### config.mk
export PLATFORM = sky130hd
export DESIGN_NAME = lmsm_sequencer_flat
export DESIGN_NICKNAME = d
export VERILOG_FILES = /design/src/rtl/lmsm_sequencer_if.sv /design/src/rtl/lmsm_sequencer.sv /design/src/flat_wrapper.sv
export SDC_FILE = /design/constraint.sdc
export NUM_CORES = 1
export LEC_CHECK = 0
export CAP_MARGIN = 0
export CORE_MARGIN = 1
export CORE_UTILIZATION = 36
export CTS_CLUSTER_SIZE = 20
export DETAILED_ROUTE_END_ITERATION = 8
export PLACE_DENSITY = 0.77
export SETUP_SLACK_MARGIN = 0.02
export SKIP_CTS_REPAIR_TIMING = 1
export SYNTH_ARGS = -nofsm -noshare
export SYNTH_HDL_FRONTEND = slang
export SYNTH_SLANG_ARGS = --single-unit
export TNS_END_PERCENT = 5
### constraint.sdc
create_clock -name clk -period 1.6 [get_ports clk]
set_clock_uncertainty 0.15 [all_clocks]
set_input_delay 0.24 -clock clk [delete_from_list [all_inputs] [get_ports clk]]
set_output_delay 0.24 -clock clk [all_outputs]
set_load 0.02 [all_outputs]
### src/rtl/lmsm_sequencer_if.sv
// Bundle between the LM/SM sequencer, the register file and data memory.
// The pipeline/memory side uses the master modport; the sequencer uses slave.
interface lmsm_sequencer_if #(
   parameter int DATA_W = 16,
   parameter int ADDR_W = 16
) ();
   logic              start;
   logic              is_lm;
   logic [7:0]        imm_mask;
   logic [ADDR_W-1:0] base_addr;
   logic              mem_ready;
   logic [DATA_W-1:0] mem_rdata;
   logic [DATA_W-1:0] reg_rdata;
   logic              busy;
   logic              done;
   logic [2:0]        reg_addr;
   logic              reg_we;
   logic [DATA_W-1:0] reg_wdata;
   logic [ADDR_W-1:0] mem_addr;
   logic              mem_re;
   logic              mem_we;
   logic [DATA_W-1:0] mem_wdata;
   logic              r7_written;

   modport slave (
      input  start, is_lm, imm_mask, base_addr, mem_ready, mem_rdata, reg_rdata,
      output busy, done, reg_addr, reg_we, reg_wdata, mem_addr, mem_re, mem_we,
             mem_wdata, r7_written
   );

   modport master (
      output start, is_lm, imm_mask, base_addr, mem_ready, mem_rdata, reg_rdata,
      input  busy, done, reg_addr, reg_we, reg_wdata, mem_addr, mem_re, mem_we,
             mem_wdata, r7_written
   );
endinterface

### src/rtl/lmsm_sequencer.sv
// LM/SM sequencer: walks an 8-bit register mask from R0 up to R7 and issues
// one data-memory access per set bit, stalling upstream while it works.
module lmsm_sequencer #(
   parameter int DATA_W   = 16,
   parameter int ADDR_W   = 16,
   parameter int ADDR_INC = 1
) (
   input  logic                clk,
   input  logic                rst_n,
   lmsm_sequencer_if.slave     bus,
   output logic [1:0]          dbg_state
);

   typedef enum logic [1:0] {
      ST_IDLE = 2'd0,
      ST_XFER = 2'd1,
      ST_DONE = 2'd2
   } state_e;

   state_e            state_q, state_d;
   logic [7:0]        mask_q, mask_d;
   logic [ADDR_W-1:0] addr_q, addr_d;
   logic              op_q, op_d;

   logic [2:0]        cur;
   logic [7:0]        cur_onehot;

   // Lowest set bit wins, so registers are transferred in ascending order.
   always_comb begin
      cur = 3'd0;
      for (int i = 7; i >= 0; i--) begin
         if (mask_q[i]) cur = 3'(i);
      end
      cur_onehot = 8'b0000_0001 << cur;
   end

   always_comb begin
      state_d = state_q;
      mask_d  = mask_q;
      addr_d  = addr_q;
      op_d    = op_q;
      unique case (state_q)
         ST_IDLE: begin
            if (bus.start) begin
               mask_d  = bus.imm_mask;
               addr_d  = bus.base_addr;
               op_d    = bus.is_lm;
               state_d = (bus.imm_mask != 8'h00) ? ST_XFER : ST_DONE;
            end
         end
         ST_XFER: begin
            if (bus.mem_ready) begin
               mask_d = mask_q & ~cur_onehot;
               addr_d = addr_q + ADDR_W'(ADDR_INC);
               if (mask_d == 8'h00) state_d = ST_DONE;
            end
         end
         ST_DONE: state_d = ST_IDLE;
         default: state_d = ST_IDLE;
      endcase
   end

   always_ff @(posedge clk) begin
      if (!rst_n) begin
         state_q <= ST_IDLE;
         mask_q  <= 8'h00;
         addr_q  <= '0;
         op_q    <= 1'b0;
      end else begin
         state_q <= state_d;
         mask_q  <= mask_d;
         addr_q  <= addr_d;
         op_q    <= op_d;
      end
   end

   // Memory handshake: the strobe (mem_re/mem_we) with its address is the
   // request; it stays asserted and unchanged until mem_ready is seen high in
   // the same cycle, which completes that access (and lands the LM write).
   always_comb begin
      bus.busy       = 1'b0;
      bus.done       = (state_q == ST_DONE);
      bus.reg_addr   = 3'd0;
      bus.reg_we     = 1'b0;
      bus.mem_addr   = '0;
      bus.mem_re     = 1'b0;
      bus.mem_we     = 1'b0;
      bus.r7_written = 1'b0;
      if (state_q == ST_XFER) begin
         bus.busy       = 1'b1;
         bus.reg_addr   = cur;
         bus.mem_addr   = addr_q;
         bus.mem_re     = op_q;
         bus.mem_we     = ~op_q;
         bus.reg_we     = op_q & bus.mem_ready;
         bus.r7_written = op_q & bus.mem_ready & (cur == 3'd7);
      end
   end

   assign bus.reg_wdata = DATA_W'(bus.mem_rdata);
   assign bus.mem_wdata = DATA_W'(bus.reg_rdata);
   assign dbg_state     = state_q;

endmodule

### src/flat_wrapper.sv
// flat-port wrapper written by rule: the top's interface ports become plain ports
module lmsm_sequencer_flat 
#(
   parameter int DATA_W   = 16,
   parameter int ADDR_W   = 16,
   parameter int ADDR_INC = 1
)
  (clk, rst_n, dbg_state, bus_start, bus_is_lm, bus_imm_mask, bus_base_addr, bus_mem_ready, bus_mem_rdata, bus_reg_rdata, bus_busy, bus_done, bus_reg_addr, bus_reg_we, bus_reg_wdata, bus_mem_addr, bus_mem_re, bus_mem_we, bus_mem_wdata, bus_r7_written);
  lmsm_sequencer_if #(.DATA_W(DATA_W), .ADDR_W(ADDR_W)) bus_i ();
  input  logic clk;
  input  logic rst_n;
  output logic [1:0] dbg_state;
  input wire logic [$bits(bus_i.start)-1:0] bus_start;
  input wire logic [$bits(bus_i.is_lm)-1:0] bus_is_lm;
  input wire logic [$bits(bus_i.imm_mask)-1:0] bus_imm_mask;
  input wire logic [$bits(bus_i.base_addr)-1:0] bus_base_addr;
  input wire logic [$bits(bus_i.mem_ready)-1:0] bus_mem_ready;
  input wire logic [$bits(bus_i.mem_rdata)-1:0] bus_mem_rdata;
  input wire logic [$bits(bus_i.reg_rdata)-1:0] bus_reg_rdata;
  output wire logic [$bits(bus_i.busy)-1:0] bus_busy;
  output wire logic [$bits(bus_i.done)-1:0] bus_done;
  output wire logic [$bits(bus_i.reg_addr)-1:0] bus_reg_addr;
  output wire logic [$bits(bus_i.reg_we)-1:0] bus_reg_we;
  output wire logic [$bits(bus_i.reg_wdata)-1:0] bus_reg_wdata;
  output wire logic [$bits(bus_i.mem_addr)-1:0] bus_mem_addr;
  output wire logic [$bits(bus_i.mem_re)-1:0] bus_mem_re;
  output wire logic [$bits(bus_i.mem_we)-1:0] bus_mem_we;
  output wire logic [$bits(bus_i.mem_wdata)-1:0] bus_mem_wdata;
  output wire logic [$bits(bus_i.r7_written)-1:0] bus_r7_written;
  assign bus_i.start = bus_start;
  assign bus_i.is_lm = bus_is_lm;
  assign bus_i.imm_mask = bus_imm_mask;
  assign bus_i.base_addr = bus_base_addr;
  assign bus_i.mem_ready = bus_mem_ready;
  assign bus_i.mem_rdata = bus_mem_rdata;
  assign bus_i.reg_rdata = bus_reg_rdata;
  assign bus_busy = bus_i.busy;
  assign bus_done = bus_i.done;
  assign bus_reg_addr = bus_i.reg_addr;
  assign bus_reg_we = bus_i.reg_we;
  assign bus_reg_wdata = bus_i.reg_wdata;
  assign bus_mem_addr = bus_i.mem_addr;
  assign bus_mem_re = bus_i.mem_re;
  assign bus_mem_we = bus_i.mem_we;
  assign bus_mem_wdata = bus_i.mem_wdata;
  assign bus_r7_written = bus_i.r7_written;
  lmsm_sequencer #(.DATA_W(DATA_W), .ADDR_W(ADDR_W), .ADDR_INC(ADDR_INC)) u_core (.clk(clk), .rst_n(rst_n), .bus(bus_i), .dbg_state(dbg_state));
endmodule
# Word level (Yosys, flattened, before mapping)
# Cells that the tools add are included.
# Widths: inputs -> output; s select.
# totals
reg_bits	27
in_bits	61
out_inout_bits	59
elab_cells	50
# classes
addsub	1
n_eq_ne	6
shifts	1
mux	26
bitwise	5
n_reduce_logical	7
# ops
operator	n
$mux 16	3
$pmux 16 s2	1
$mux 3	9
$add 16x1->16 const B	1
$mux 8	2
$pmux 8 s2	1
$and 8x8->8	1
$logic_not 8->1	1
$mux 2	4
$not 8->8	1
$reduce_bool 8->1	1
$shl 1x3->8 const A	1
$reduce_and 3->1	2
$mux 1	5
$ne 2x2->1 const B	2
$pmux 2 s2	1
$eq 3x3->1 const B	1
$and 1x1->1	2
$eq 2x1->1 const B	1
$eq 2x2->1 const B	1
$logic_not 2->1	1
$ne 2x1->1 const B	1
$reduce_and 2->1	1
$reduce_bool 2->1	1
$not 1->1	1

# Logic depth before layout (Yosys ltp)
# depth
word_depth	15
depth_mapped	7

# Least setup slack after synthesis
# Ideal clock, no wire load.
# synth_path
path_kind	reg-to-output
from	register u_core.state_q[0], in the netlist u_core.dbg_state[0]
to	output port bus_reg_addr[1]
arrival_ns	1.622
required_time_ns	1.210
setup_slack_ns	-0.412
stages_incl_launch_ff	7
n_path_buf	3
path_cell_list	dfxtp_1 -> buf_6 -> nand2b_4 -> buf_6 -> clkinv_1 -> clkbuf_1 -> o311a_1
# synth_between
elab_chain_cells	2
# synth_rtl
item	line	source
start, declared	lmsm_sequencer.sv:20	state_e state_q, state_d;
start signal, assigned	lmsm_sequencer.sv:70	state_q <= state_d;
$eq 2x1->1	lmsm_sequencer.sv:89	if (state_q == ST_XFER) begin
$mux 3	lmsm_sequencer.sv:89	
end, declared	flat_wrapper.sv:22	output wire logic [$bits(bus_i.reg_addr)-1:0] bus_reg_addr;
# No other way between the ends.

# Worst setup path after layout
# layout_path
from	register u_core.mask_q[1]
to	output port bus_r7_written
# layout_between
elab_chain_cells	5
# layout_rtl
item	line	source
start, declared	lmsm_sequencer.sv:21	logic [7:0] mask_q, mask_d;
start signal, assigned	lmsm_sequencer.sv:71	mask_q <= mask_d;
$mux 3 (2 in a row)	lmsm_sequencer.sv:32	if (mask_q[i]) cur = 3'(i);
$eq 3x3->1	lmsm_sequencer.sv:96	bus.r7_written = op_q & bus.mem_ready & (cur == 3'd7);
$and 1x1->1	lmsm_sequencer.sv:96	
$mux 1	lmsm_sequencer.sv:89	
end, declared	flat_wrapper.sv:29	output wire logic [$bits(bus_i.r7_written)-1:0] bus_r7_written;
# No other way between the ends.

==> results.ini <==
[status]
status=complete, but fails checks
violations=negative setup slack

[run]
maxCapViolCount=0

[drt]
via_per_inst=5.53
final_antenna_net_count=0
wl_per_cell_um=15.9
vias=2479
dr.pass1.iters=4
wl_um=7130
drcViolationCount=0
drt-initial-drc-count=141

[clocking]
cts_tree=built
cts.clk_slew.worst_paths_ns=0.10
cts_buffer_depth=2
cts.sink_count=27
cts_buffers=3
clk_latency_ns=0.27
root_buffer=clkbuf_8
htree_num_levels=1

[synthesis]
ys_async_sr_fraction=0
yosysWarnings=0
ys_types=61
yosysSeqAreaShare=0.243
synth_cells=295
synth_top_family_by_area=simple AND/OR/NAND/NOR gates
synth_area_sq_um=2220
syn_area_per_cell_sq_um=7.54
synth-simple-area-share=0.291
synth_edf_count=0
synth_nets=357
synth-compound-area-share=0.237
synthMuxAreaShare=0.0439
ys_ff_latch=27
synthXorXnorAreaFrac=0
ys.flop_type=dfxtp_1
synthAdderAreaFrac=0.00562

[finish]
layout_common_cells=buf_4, clkdlybuf4s50_1, a21oi_1, nand2_1
finalNonFillerCells=448
layout_commonest_cell=buf_4
final_cell_area_sq_um=3230
antennaDiodeCount=0
multi_input_area_sq_um=1410
nFillCells=563
drive_above_1_share=0.391
fin_nets=436
area_delta_synth_final_pct=45.1
final-seq-area_sq_um=559

[global_route]
grt_start_max_net_pins=23
grt_use_total=0.222
antenna_found_initial=0
grt.overflow.total=0
grt_pass1_wl_um=11400
first_global_vias=2402

[sta]
worst_hold_slack_ns=0.330
final.period_utilization=1.14
setup_viol=22
tns_ns=-1.87
hold_viol=0
slew_viol_final=0
max_freq_mhz=550
rsz0062_at_grt=true
worst_slack_ns=-0.219
slew_headroom=0.769
period_minus_slack_ns=1.82
worstMarginPinSlew_ns=0.344

[setup_path]
cp.arrival_ns=1.43
cp_top_family=simple AND/OR/NAND/NOR gates
path_max_fanout=3
crit_path_end_kind=output pin
crit_type=flop to output pin
startpoint=u_core.mask_q[1]$_SDFFE_PN0P_
critPathLaunchType=flop
cp_slowest_cell=nor4_4
crit_required_ns=1.21
path_buf_inv=1
cp_slowest_stage_delay_ns=0.39
r2r-start=u_core.mask_q[1]$_SDFFE_PN0P_
cp_cell_sequence=nor4_4, nand3_2, nor2_4, clkbuf_2

[die]
ioPinCount=120
initial_core_util=0.374
fp.dieH_um=80.6
rows=28
core_area_sq_um=5960
die-area_sq_um=6500
die_w_um=80.6

[pwr]
peakVddDrop_v=0.000532
power_density_nw_per_um2=694
p_leak_nw=1.34

[min_path]
hold_class=input port to output pin
hp-start=bus_reg_rdata[0]

[place]
placed_cells=443
routabilityCongestion=0.849
place_area_sq_um=3100
hpwl_um=5170
post-place-ws_ns=-0.534
numPortBuffers=55

## worst paths after layout
| path | depth (start not counted) | slack [ns] | end |
|---|---|---|---|
| setup / recovery | 4 | -0.22 | bus_r7_written |
| hold / removal | 0 | 0.33 | bus_mem_wdata[0] |
| setup reg to reg | 6 | -0.14 | u_core.dbg_state[1]$_SDFFE_PN0P_ |
| hold reg to reg | 2 | 0.39 | u_core.mask_q[3]$_SDFFE_PN0P_ |
## cells in the mapped netlist (all sizes together), types with 3 or more instances
cell | count | area share
a211oi | 3 | 0.010
nand3b | 3 | 0.010
nand3 | 10 | 0.025
a21oi | 23 | 0.052
nand4 | 7 | 0.022
nor2 | 21 | 0.037
dfxtp | 27 | 0.24
clkbuf | 8 | 0.014
nor3 | 12 | 0.027
a31oi | 5 | 0.014
and2 | 18 | 0.051
inv | 10 | 0.017
nor4 | 7 | 0.026
nand2 | 22 | 0.038
o22ai | 5 | 0.014
a22oi | 5 | 0.017
mux2i | 7 | 0.037
o21ai | 12 | 0.027
buf | 45 | 0.15
and3 | 5 | 0.015
## metal layers
metal / up-vias / global-route usage / wire length [um]
met3: 19 / 0.0420 / 565
met4: 0 / 0.0839 / 192
li1: 1198 / - / -
met1: 1161 / 0.287 / 3000
met5: - / 0 / 0
met2: 101 / 0.361 / 3370
## per-stage QoR
| stage | utilization | power, W |
|---|---|---|
| 6_report | 0.542 | 0.00224 |
| 5_1_grt | 0.542 | 0.00236 |
| 2_1_floorplan | - | 0.00142 |
| 3_3_place_gp | 0.521 | 0.00172 |
| 3_5_place_dp | 0.521 | 0.00175 |
| 4_1_cts | 0.529 | 0.00215 |
## kinds of logic after synthesis
family	Yosys count
AND/OR/NAND/NOR	116
AO/OA/AOI/OAI	78
buffers and inverters	65
flip-flops	27
multiplexers	8
adder cells (fa/ha/maj)	1
## flip-flops by register name, summed over array words and instances, names as in the netlist
name              cells
u_core.op_q           1
u_core.mask_q         8
u_core.dbg_state      2
u_core.addr_q        16
## worst reg2reg max path, cell delays in order (launching register included)
cell and delay, ns:
dfxtp_2 0.35, nor4_4 0.39, buf_4 0.18, buf_6 0.10, a21oi_1 0.08, a31o_1 0.24, a311oi_2 0.18
## report_power, final
part / internal (W) / switching (W)
clock: 0.000175 / 0.000247
combinational: 0.000507 / 0.000506
sequential: 0.000743 / 0.0000633
total: 0.00143 / 0.000816
## layout make-up
type	count	area share
multi-input cells	203	0.436
repair buffers	127	0.332
clock buffers	3	0.0128
flip-flops and latches	27	0.173
well taps	75	0.0291
clock inverters	1	0.00155
inverters	12	0.0155
No activity file was read; power rests on OpenSTA's default activity.
